===== config.mk =====
export PLATFORM = sky130hd
export DESIGN_NAME = alu_share_arb
export DESIGN_NICKNAME = d
export VERILOG_FILES = /design/src/rtl/alu_share_arb.sv
export SDC_FILE = /design/constraint.sdc
export NUM_CORES = 1
export LEC_CHECK = 0
export CAP_MARGIN = 30
export CORE_ASPECT_RATIO = 1.5
export CORE_MARGIN = 2
export CORE_UTILIZATION = 43
export DETAILED_ROUTE_END_ITERATION = 10
export GPL_TIMING_DRIVEN = 0
export MAX_ROUTING_LAYER = met4
export PLACE_DENSITY = 0.83
export SLEW_MARGIN = 5
export SYNTH_ARGS = -nofsm -noshare
export SYNTH_HDL_FRONTEND = slang
export SYNTH_SLANG_ARGS = --single-unit

===== constraint.sdc =====
create_clock -name clk -period 2.3 [get_ports clk]
set_input_delay 0.23 -clock clk [delete_from_list [all_inputs] [get_ports clk]]
set_output_delay 0.23 -clock clk [all_outputs]
set_load 0.01 [all_outputs]

===== src/rtl/alu_share_arb.sv =====
// Round-robin scheduler sharing one external 4-bit ALU between two requesters; optional ALU_SHARE_ARB_STATS_EN adds per-ID response counters.
// Latency: accept at edge N, captured result and rsp_valid visible after edge N+1; at most one op per 3 cycles.
// Backpressure: rsp_ready low holds RESP with a stable response; no request is accepted until the response handshake.
module alu_share_arb #(
  parameter int W     = 4,
  parameter int SEL_W = 3
) (
  input  logic             clk,
  input  logic             rst_n,
  input  logic             req0_valid,
  output logic             req0_ready,
  input  logic [W-1:0]     req0_a,
  input  logic [W-1:0]     req0_b,
  input  logic [SEL_W-1:0] req0_sel,
  input  logic             req1_valid,
  output logic             req1_ready,
  input  logic [W-1:0]     req1_a,
  input  logic [W-1:0]     req1_b,
  input  logic [SEL_W-1:0] req1_sel,
  output logic [W-1:0]     alu_a,
  output logic [W-1:0]     alu_b,
  output logic [SEL_W-1:0] alu_sel,
  input  logic [W-1:0]     alu_out,
  output logic             rsp_valid,
  input  logic             rsp_ready,
  output logic             rsp_id,
  output logic [W-1:0]     rsp_data,
`ifdef ALU_SHARE_ARB_STATS_EN
  input  logic             cnt_clr,
  output logic [7:0]       cnt0,
  output logic [7:0]       cnt1,
`endif
  output logic             rsp_err
);

  typedef enum logic [1:0] {IDLE, EXEC, RESP} state_t;

  localparam logic [SEL_W-1:0] SEL_ILLEGAL = {SEL_W{1'b1}};

  state_t           state_q, state_d;
  logic [W-1:0]     alu_a_q, alu_a_d;
  logic [W-1:0]     alu_b_q, alu_b_d;
  logic [SEL_W-1:0] alu_sel_q, alu_sel_d;
  logic             err_q, err_d;
  logic             rsp_id_q, rsp_id_d;
  logic [W-1:0]     rsp_data_q, rsp_data_d;
  logic             rsp_err_q, rsp_err_d;
  // ID granted last; resets to 1 so requester 0 wins the first contention
  logic             last_q, last_d;

  logic             grant0, grant1;
  logic [W-1:0]     win_a, win_b;
  logic [SEL_W-1:0] win_sel;

  // Round-robin winner selection among valid requesters
  always_comb begin
    grant0  = req0_valid & (~req1_valid | last_q);
    grant1  = req1_valid & (~req0_valid | ~last_q);
    win_a   = grant1 ? req1_a   : req0_a;
    win_b   = grant1 ? req1_b   : req0_b;
    win_sel = grant1 ? req1_sel : req0_sel;
  end

  // Next-state and datapath load logic for the IDLE/EXEC/RESP sequence
  always_comb begin
    state_d    = state_q;
    alu_a_d    = alu_a_q;
    alu_b_d    = alu_b_q;
    alu_sel_d  = alu_sel_q;
    err_d      = err_q;
    rsp_id_d   = rsp_id_q;
    rsp_data_d = rsp_data_q;
    rsp_err_d  = rsp_err_q;
    last_d     = last_q;
    req0_ready = 1'b0;
    req1_ready = 1'b0;
    case (state_q)
      IDLE: begin
        if (grant0 || grant1) begin
          req0_ready = grant0;
          req1_ready = grant1;
          alu_a_d    = win_a;
          alu_b_d    = win_b;
          rsp_id_d   = grant1;
          // An illegal op code runs as AND and is flagged in the response
          if (win_sel == SEL_ILLEGAL) begin
            alu_sel_d = '0;
            err_d     = 1'b1;
          end else begin
            alu_sel_d = win_sel;
            err_d     = 1'b0;
          end
          state_d = EXEC;
        end
      end
      EXEC: begin
        rsp_data_d = alu_out;
        rsp_err_d  = err_q;
        state_d    = RESP;
      end
      RESP: begin
        if (rsp_ready) begin
          last_d  = rsp_id_q;
          state_d = IDLE;
        end
      end
      default: state_d = IDLE;
    endcase
  end

  // State and datapath registers; reset discards any in-flight op
  always_ff @(posedge clk or negedge rst_n) begin
    if (!rst_n) begin
      state_q    <= IDLE;
      alu_a_q    <= '0;
      alu_b_q    <= '0;
      alu_sel_q  <= '0;
      err_q      <= 1'b0;
      rsp_id_q   <= 1'b0;
      rsp_data_q <= '0;
      rsp_err_q  <= 1'b0;
      last_q     <= 1'b1;
    end else begin
      state_q    <= state_d;
      alu_a_q    <= alu_a_d;
      alu_b_q    <= alu_b_d;
      alu_sel_q  <= alu_sel_d;
      err_q      <= err_d;
      rsp_id_q   <= rsp_id_d;
      rsp_data_q <= rsp_data_d;
      rsp_err_q  <= rsp_err_d;
      last_q     <= last_d;
    end
  end

  assign alu_a     = alu_a_q;
  assign alu_b     = alu_b_q;
  assign alu_sel   = alu_sel_q;
  assign rsp_valid = (state_q == RESP);
  assign rsp_id    = rsp_id_q;
  assign rsp_data  = rsp_data_q;
  assign rsp_err   = rsp_err_q;

`ifdef ALU_SHARE_ARB_STATS_EN
  logic [7:0] cnt0_q, cnt0_d;
  logic [7:0] cnt1_q, cnt1_d;
  logic       rsp_hs;

  // Saturating per-ID handshake counters; clear wins over increment
  always_comb begin
    rsp_hs = rsp_valid & rsp_ready;
    cnt0_d = cnt0_q;
    cnt1_d = cnt1_q;
    if (cnt_clr) begin
      cnt0_d = '0;
      cnt1_d = '0;
    end else if (rsp_hs) begin
      if (!rsp_id_q && cnt0_q != 8'hFF) cnt0_d = cnt0_q + 8'd1;
      if (rsp_id_q && cnt1_q != 8'hFF)  cnt1_d = cnt1_q + 8'd1;
    end
  end

  // Counter registers
  always_ff @(posedge clk or negedge rst_n) begin
    if (!rst_n) begin
      cnt0_q <= '0;
      cnt1_q <= '0;
    end else begin
      cnt0_q <= cnt0_d;
      cnt1_q <= cnt1_d;
    end
  end

  assign cnt0 = cnt0_q;
  assign cnt1 = cnt1_q;
`endif

endmodule

==> impl_metrics.env <==
export IMPL_outcome="finished clean"
export IMPL_root_buffer="clkbuf_4"
export IMPL_cp_max_fo=10
export IMPL_syn_nets=106
export IMPL_post_route_period_util_pct=92.8
export IMPL_r2r_start="state_q[1]"
export IMPL_synthTopCellsByArea="dfrtp_1, mux2_4, mux2_2"
export IMPL_cts_max_level=1
export IMPL_ioPinCount=51
export IMPL_initial_core_util_pct=45.0
export IMPL_clkSinkCount=21
export IMPL_syn_cell_area_um2=1090
export IMPL_antenna_left=0
export IMPL_fmax_ghz=0.469
export IMPL_yosysTopAreaCell="dfrtp_1"
export IMPL_critical_path_arrival_ns=1.90
export IMPL_synth_most_common_cell="dfrtp_1"
export IMPL_hold_slack_ns=0.298
export IMPL_final_nets=162
export IMPL_drive_gt1_share_pct=29.2
export IMPL_dp_hpwl_um=1910
export IMPL_powerDensity_nw_per_um2=1120
export IMPL_hold_path_class="in2async"
export IMPL_endpoint_kind="output pin"
export IMPL_clock_latency_ns=0.29
export IMPL_final_max_slew_viol_count=0
export IMPL_postCtsSetupBuffers=0
export IMPL_cts_tree="done"
export IMPL_grt_max_degree=22
export IMPL_yosys_warnings=0
export IMPL_fin_skew_ns=0.00275
export IMPL_n_antenna_cell=0
export IMPL_async_reset_ff_share_pct=100
export IMPL_p_comb_share_pct=54.9
export IMPL_finalSetupTns_ns=0
export IMPL_io_buffer_count=50
export IMPL_wl_um=2300
export IMPL_rsz0062_at_grt="false"
export IMPL_drcViolationCount=0
export IMPL_synth_commonest_cells="dfrtp_1, mux2_4, mux2_2"
export IMPL_multi_input_area_um2=529
export IMPL_core_um2=2420
export IMPL_regToRegSetupSlack_ns=0.78
export IMPL_fp_row_count=22
export IMPL_reg2regPathDepth=4
export IMPL_crit_top_cell="clkdlybuf4s50_1"
export IMPL_grt_pass1_wl_um=3720
export IMPL_cp_required_ns=2.07
export IMPL_dieArea_um2=2960
export IMPL_wire_per_inst_um=14.9
export IMPL_gp_congestion=0.677
export IMPL_synthesis_instances=75
export IMPL_internal_power_uw=1290
export IMPL_cts_resized=0
export IMPL_groute_usage_overall_pct=17.5
export IMPL_clkPwrFrac_pct=9.2
export IMPL_p_leak_uw=0.000730
export IMPL_rr_endpoint="alu_a[3]"
export IMPL_seqPwrFrac_pct=35.9
export IMPL_area_growth_pct=52.6
export IMPL_hold_viol=0
export IMPL_p_switching_uw=569
export IMPL_grt_pass1_vias=822
export IMPL_tightest_slew_ns=0.286
export IMPL_cp_start_kind="input port"
export IMPL_critical_path_class="in2out"
export IMPL_vias_per_cell=5.19
export IMPL_synthFlopType="dfrtp_1"
export IMPL_period_needed_ns=2.13
export IMPL_fillers=180
export IMPL_drtIter0Drc=11
export IMPL_synth_seq_cells=21
export IMPL_dr_total_vias=800
export IMPL_seq_area_frac_synth_pct=48.3
export IMPL_sw_frac_of_total_pct=30.5
export IMPL_setup_viol=0
export IMPL_grt_ovfl_total=0
export IMPL_ctsLongestPathBuffers=2
export IMPL_worst_path_max_delay_cell="clkdlybuf4s50_1"
export IMPL_cp_cell_sequence="clkdlybuf4s50_1 > a21boi_4 > buf_6 > and2_1 > clkdlybuf4s50_1"
export IMPL_cts_buffers=3
export IMPL_fp_dieW_um=45.1
export IMPL_cpPeakStageDelay_ns=0.54
export IMPL_peakVddDrop_mv=0.677
export IMPL_die_h_um=65.7
export IMPL_relSlewSlack_pct=80.9
export IMPL_regArea_um2=527
export IMPL_synth_top_cell_area_share_pct=45.9
export IMPL_antenna_found_initial=0
export IMPL_synth_edff_count=0
export IMPL_clk_pin_slew_worst_paths_ns=0.11
export IMPL_synth_area_per_cell_um2=14.5
export IMPL_cp_startpoint="req1_valid"
export IMPL_firstDrtPassIters=4
export IMPL_drv_cap=0
export IMPL_ys_types=19
export IMPL_hold_buffers=0
-- sequential cells by signal, summed over array words and instances (netlist names) --
name      flops
rsp_err       1
alu_sel       3
last_q        1
rsp_id        1
alu_b         4
err_q         1
state_q       2
alu_a         4
rsp_data      4
-- through the flow --
step,total power (µW),cell area (µm²),std cells,util (%),setup slack [ns]
2_1_floorplan,1220,1090,75,-,0.891
3_3_place_gp,1670,1620,149,66.9,0.202
3_5_place_dp,1710,1620,149,66.9,0.150
4_1_cts,1890,1650,153,68.0,0.151
5_1_grt,1980,1660,154,68.6,0.102
6_report,1860,1660,154,68.6,0.166
-- worst max-delay path, delay by kind of cell --
family | cells | cell delay, ns
and+or+nand+nor | 1 | 0.18
buffers and inverters | 3 | 1.25
AOI/OAI and AO/OA | 1 | 0.25
-- worst max path at each step --
stage / end / cells past startpoint
4_1_cts: req1_ready / 5
3_3_place_gp: req1_ready / 5
2_1_floorplan: alu_a[0] / 4
5_1_grt: req1_ready / 5
6_report: req1_ready / 5
3_5_place_dp: req1_ready / 5
-- area by class of cell --
cell class                      instances  share of cell area [%]
Clock inverter                          1                   0.301
Inverter                                2                   0.451
Clock buffer                            3                    1.35
Tap cell                               24                    1.81
Multi-Input combinational cell         49                    31.8
Buffer                                  3                    1.58
Sequential cell                        21                    31.7
Timing Repair Buffer                   51                    31.0
-- cell usage in the layout, fill, tap and decap left out, drive strengths merged, types with 2 or more instances in the layout --
master         synthesis  routed
clkdlybuf4s50          0      50
nand3                  2       2
dfrtp                 20      20
nand2b                 3       3
clkbuf                 1       4
inv                    2       2
mux2                  29      29
buf                    2       3
a21boi                 7       7
-- per-layer routing --
layer,wire [µm],GRT usage [%],part of all wire (%),vias up
li1,-,-,-,375
met1,812,18.7,35,393
met2,1330,31.8,58,26
met3,102,1.92,4.4,6
met4,58,6.62,2.5,0
met5,0,-,0,-
-- power groups by stage --
stage | combinational, µW | sequential (µW) | clock [µW]
floorplan | 483 | 736 | 0
global placement | 1010 | 667 | 0
detailed placement | 1030 | 682 | 0
CTS | 1030 | 673 | 178
global route | 1090 | 693 | 196
finish | 1020 | 669 | 171
-- cell families after synthesis --
kind of cell           share of synthesized area (%)
multiplexers                                    36.4
flip-flops                                      48.3
AO/OA/AOI/OAI                                   7.69
AND/OR/NAND/NOR                                 4.48
buffers and inverters                           3.10
(Power assumes the default switching activity.)
==> RTL change (same settings) <==
`rsp_data_q` no longer has a reset.
--- a/src/rtl/alu_share_arb.sv
+++ b/src/rtl/alu_share_arb.sv
@@ -117,7 +117,6 @@
       alu_sel_q  <= '0;
       err_q      <= 1'b0;
       rsp_id_q   <= 1'b0;
-      rsp_data_q <= '0;
       rsp_err_q  <= 1'b0;
       last_q     <= 1'b1;
     end else begin
@@ -127,10 +126,13 @@
       alu_sel_q  <= alu_sel_d;
       err_q      <= err_d;
       rsp_id_q   <= rsp_id_d;
-      rsp_data_q <= rsp_data_d;
       rsp_err_q  <= rsp_err_d;
       last_q     <= last_d;
     end
+  end
+
+  always_ff @(posedge clk) begin
+    rsp_data_q <= rsp_data_d;
   end
 
   assign alu_a     = alu_a_q;
Behaviour: differs if rst_n is asserted again (counterexample within 4 cycles, from zero or initial values and one cycle with rst_n low); with rst_n held inactive, the same outputs for 10 cycles.
==> RTL change against the original RTL <==
Sequential cell count stayed put. Area after synthesis shrank 2.3%. Routed wire length fell by 4.3%. First-iteration DRC count up 27%. Global-route usage shrank 0.053 points. Final cell count fell by 3.2%. Final area down 2.4%. Power is 6.5% lower. Sequential share of layout area grew 2.0 points. Clock skew up 0.56 ps. Worst setup slack improved by 13 ps. Die area is 2.1% lower. Via count shrank 5.8%. Combinational power is 11% lower. Highest routed layer unchanged.
==> RTL change: results (changes against the original RTL) <==
| Metric | Value |
|---|---|
| Least-Margin Pin Slew | `725 ps (+439 ps)` |
| Average size of a mapped cell | `15.0 µm² (+3.2%)` |
| Syn nets | `102 (-3.8%)` |
| Vias per cell | `5.06 (-2.6%)` |
| Maximum vdd drop | `0.000777 V (+15%)` |
| Vias | `754 (-5.8%)` |
| Number of global-route vias before repair | `779 (-5.2%)` |
| Sw Pwr | `0.524 mW (-7.8%)` |
| Placed Instances | `145 (-2.7%)` |
| Detailed Place HPWL | `1810 µm (-5.4%)` |
| Main synth FF type | `dfrtp_1` |
| Later-pin clock latency in the skew report | `~300 ps` |
| CTS clk-pin slew, worst paths | `120 ps` |
| Share of layout cells above drive strength 1 | `0.264 (-0.0283)` |
| WL per Instance | `14.8 µm (-1.0%)` |
| NumNets Final | `157 (-3.1%)` |
| CTS HTree Levels | `1 (unchanged)` |
| Setup Buffers After CTS | `0 (unchanged)` |
| Required time worst endpoint | `2070 ps (about the same)` |
| First-pass DRT Iterations | `4 (unchanged)` |
| Synthesized cell area | `1060 µm² (-2.3%)` |
| Number of CTS-inserted buffers | `3 (unchanged)` |
| # resized after CTS | `0 (unchanged)` |
| Clock Tree Buf Depth | `2 (unchanged)` |
| Distinct cells, synth | `19 (unchanged)` |
| Antenna diodes | `0 (unchanged)` |
| DRT iter0 DRCs | `14 (+3)` |
| Post-synth EDFFs | `4 (+4)` |
| Async set or reset register ratio after synthesis | `0.810 (-0.190)` |
| Largest net degree at the start of global routing | `18 (-18%)` |
| Buffers on Ports | `50 (unchanged)` |
| Lkg Pwr | `0.703 nW (-3.6%)` |
| Synth top cells by count | `dfrtp_1 (16), mux2_4 (16), mux2_2 (9)` |
| Worst Path Max Fanout | `10 (unchanged)` |
| Gr usage total | `0.175 (-0.000529)` |
| Sequential share of the synthesized area | `0.514 (+0.0302)` |
| RD Place Congestion | `0.689 (+1.9%)` |
| Initial antenna violation count | `0 (unchanged)` |
| Synth area leaders | `dfrtp_1 (38%), mux2_4 (23%), edfxtp_1 (11%), mux2_2 (9.5%), a21boi_0 (4.2%)` |
| Root Driver | `clkbuf_4` |
| Power Total | `1.74 mW (-6.5%)` |
| Yosys warns | `0 (unchanged)` |
| Clock skew | `3.31 ps (+0.561 ps)` |
| Outcome | `completed` |
| Worst hold-check path type | `in2async` |
| GRT Residual Overflow | `0 (unchanged)` |
| First-pass GRT wire length | `3550 µm (-4.5%)` |
==> RTL change: cell count changes after synthesis <==
cell | unedited run | this run
mux2_2 | 13 | 9
clkbuf_1 | 1 | 0
edfxtp_1 | 0 | 4
inv_1 | 2 | 3
dfrtp_1 | 20 | 16
==> RTL change: path summary, 6_finish.rpt <==
| path | from | to | slack (ps) | cells after the start |
|---|---|---|---|---|
| min reg2reg | alu_sel[2] | alu_sel[2] | 520 | 1 |
| max reg2reg | last_q | alu_b[1] | 790 | 4 |
| max in group asynchronous | rst_n | alu_a[1] | 1500 | 1 |
| min in group clk | alu_out[1] | rsp_data[1] | 480 | 1 |
| min | rst_n | alu_a[3] | 350 | 1 |
| max | req1_valid | req1_ready | 180 | 5 |
==> RTL change: final cells by class <==
type | count | area, µm²
sequential | 21 | 547
tap | 24 | 30.0
inverter | 3 | 11.3
clock buffer | 3 | 22.5
clock inverter | 1 | 5.00
multi-input combinational | 45 | 484
timing repair buffer | 50 | 500
fill | 193 | 772
buffer | 2 | 22.5
==> RTL change: worst max-delay path: stages <==
cell and delay, ps:
clkdlybuf4s50_1 500, a21boi_4 250, buf_6 200, and2_1 170
clkdlybuf4s50_1 540
==> RTL change: through the flow <==
stage                     worst slack (ps)  cell area, µm²
after floorplan                        891            1060
after global placement                 193            1600
after detailed placement               160            1600
after CTS                              158            1620
after global routing                  80.2            1620
final                                  179            1620
==> RTL change: power by group through the flow <==
stage | logic, mW | registers (mW) | clock network (mW)
5_1_grt | 0.969 | 0.680 | 0.196
6_report | 0.911 | 0.658 | 0.174
4_1_cts | 0.923 | 0.660 | 0.176
2_1_floorplan | 0.433 | 0.718 | 0
3_3_place_gp | 0.901 | 0.659 | 0
3_5_place_dp | 0.917 | 0.666 | 0
==> RTL change: metal layers <==
layer  part of all wire  track usage  vias up  routed length (µm)
met1               0.39        0.191      363                 853
met4              0.020       0.0947        0                  43
met5                  0            -        -                   0
met2               0.54        0.293       23                1190
li1                   -            -      364                   -
met3              0.051       0.0251        4                 113
==> RTL change: logic make-up (layout without fill, tap and decap cells) <==
logic type	count (synthesis)	after routing	share of synthesized area
compound gates	10	10	0.0787
flops	21	21	0.514
buf+inv	5	59	0.0317
simple gates	9	9	0.0458
mux	26	26	0.330
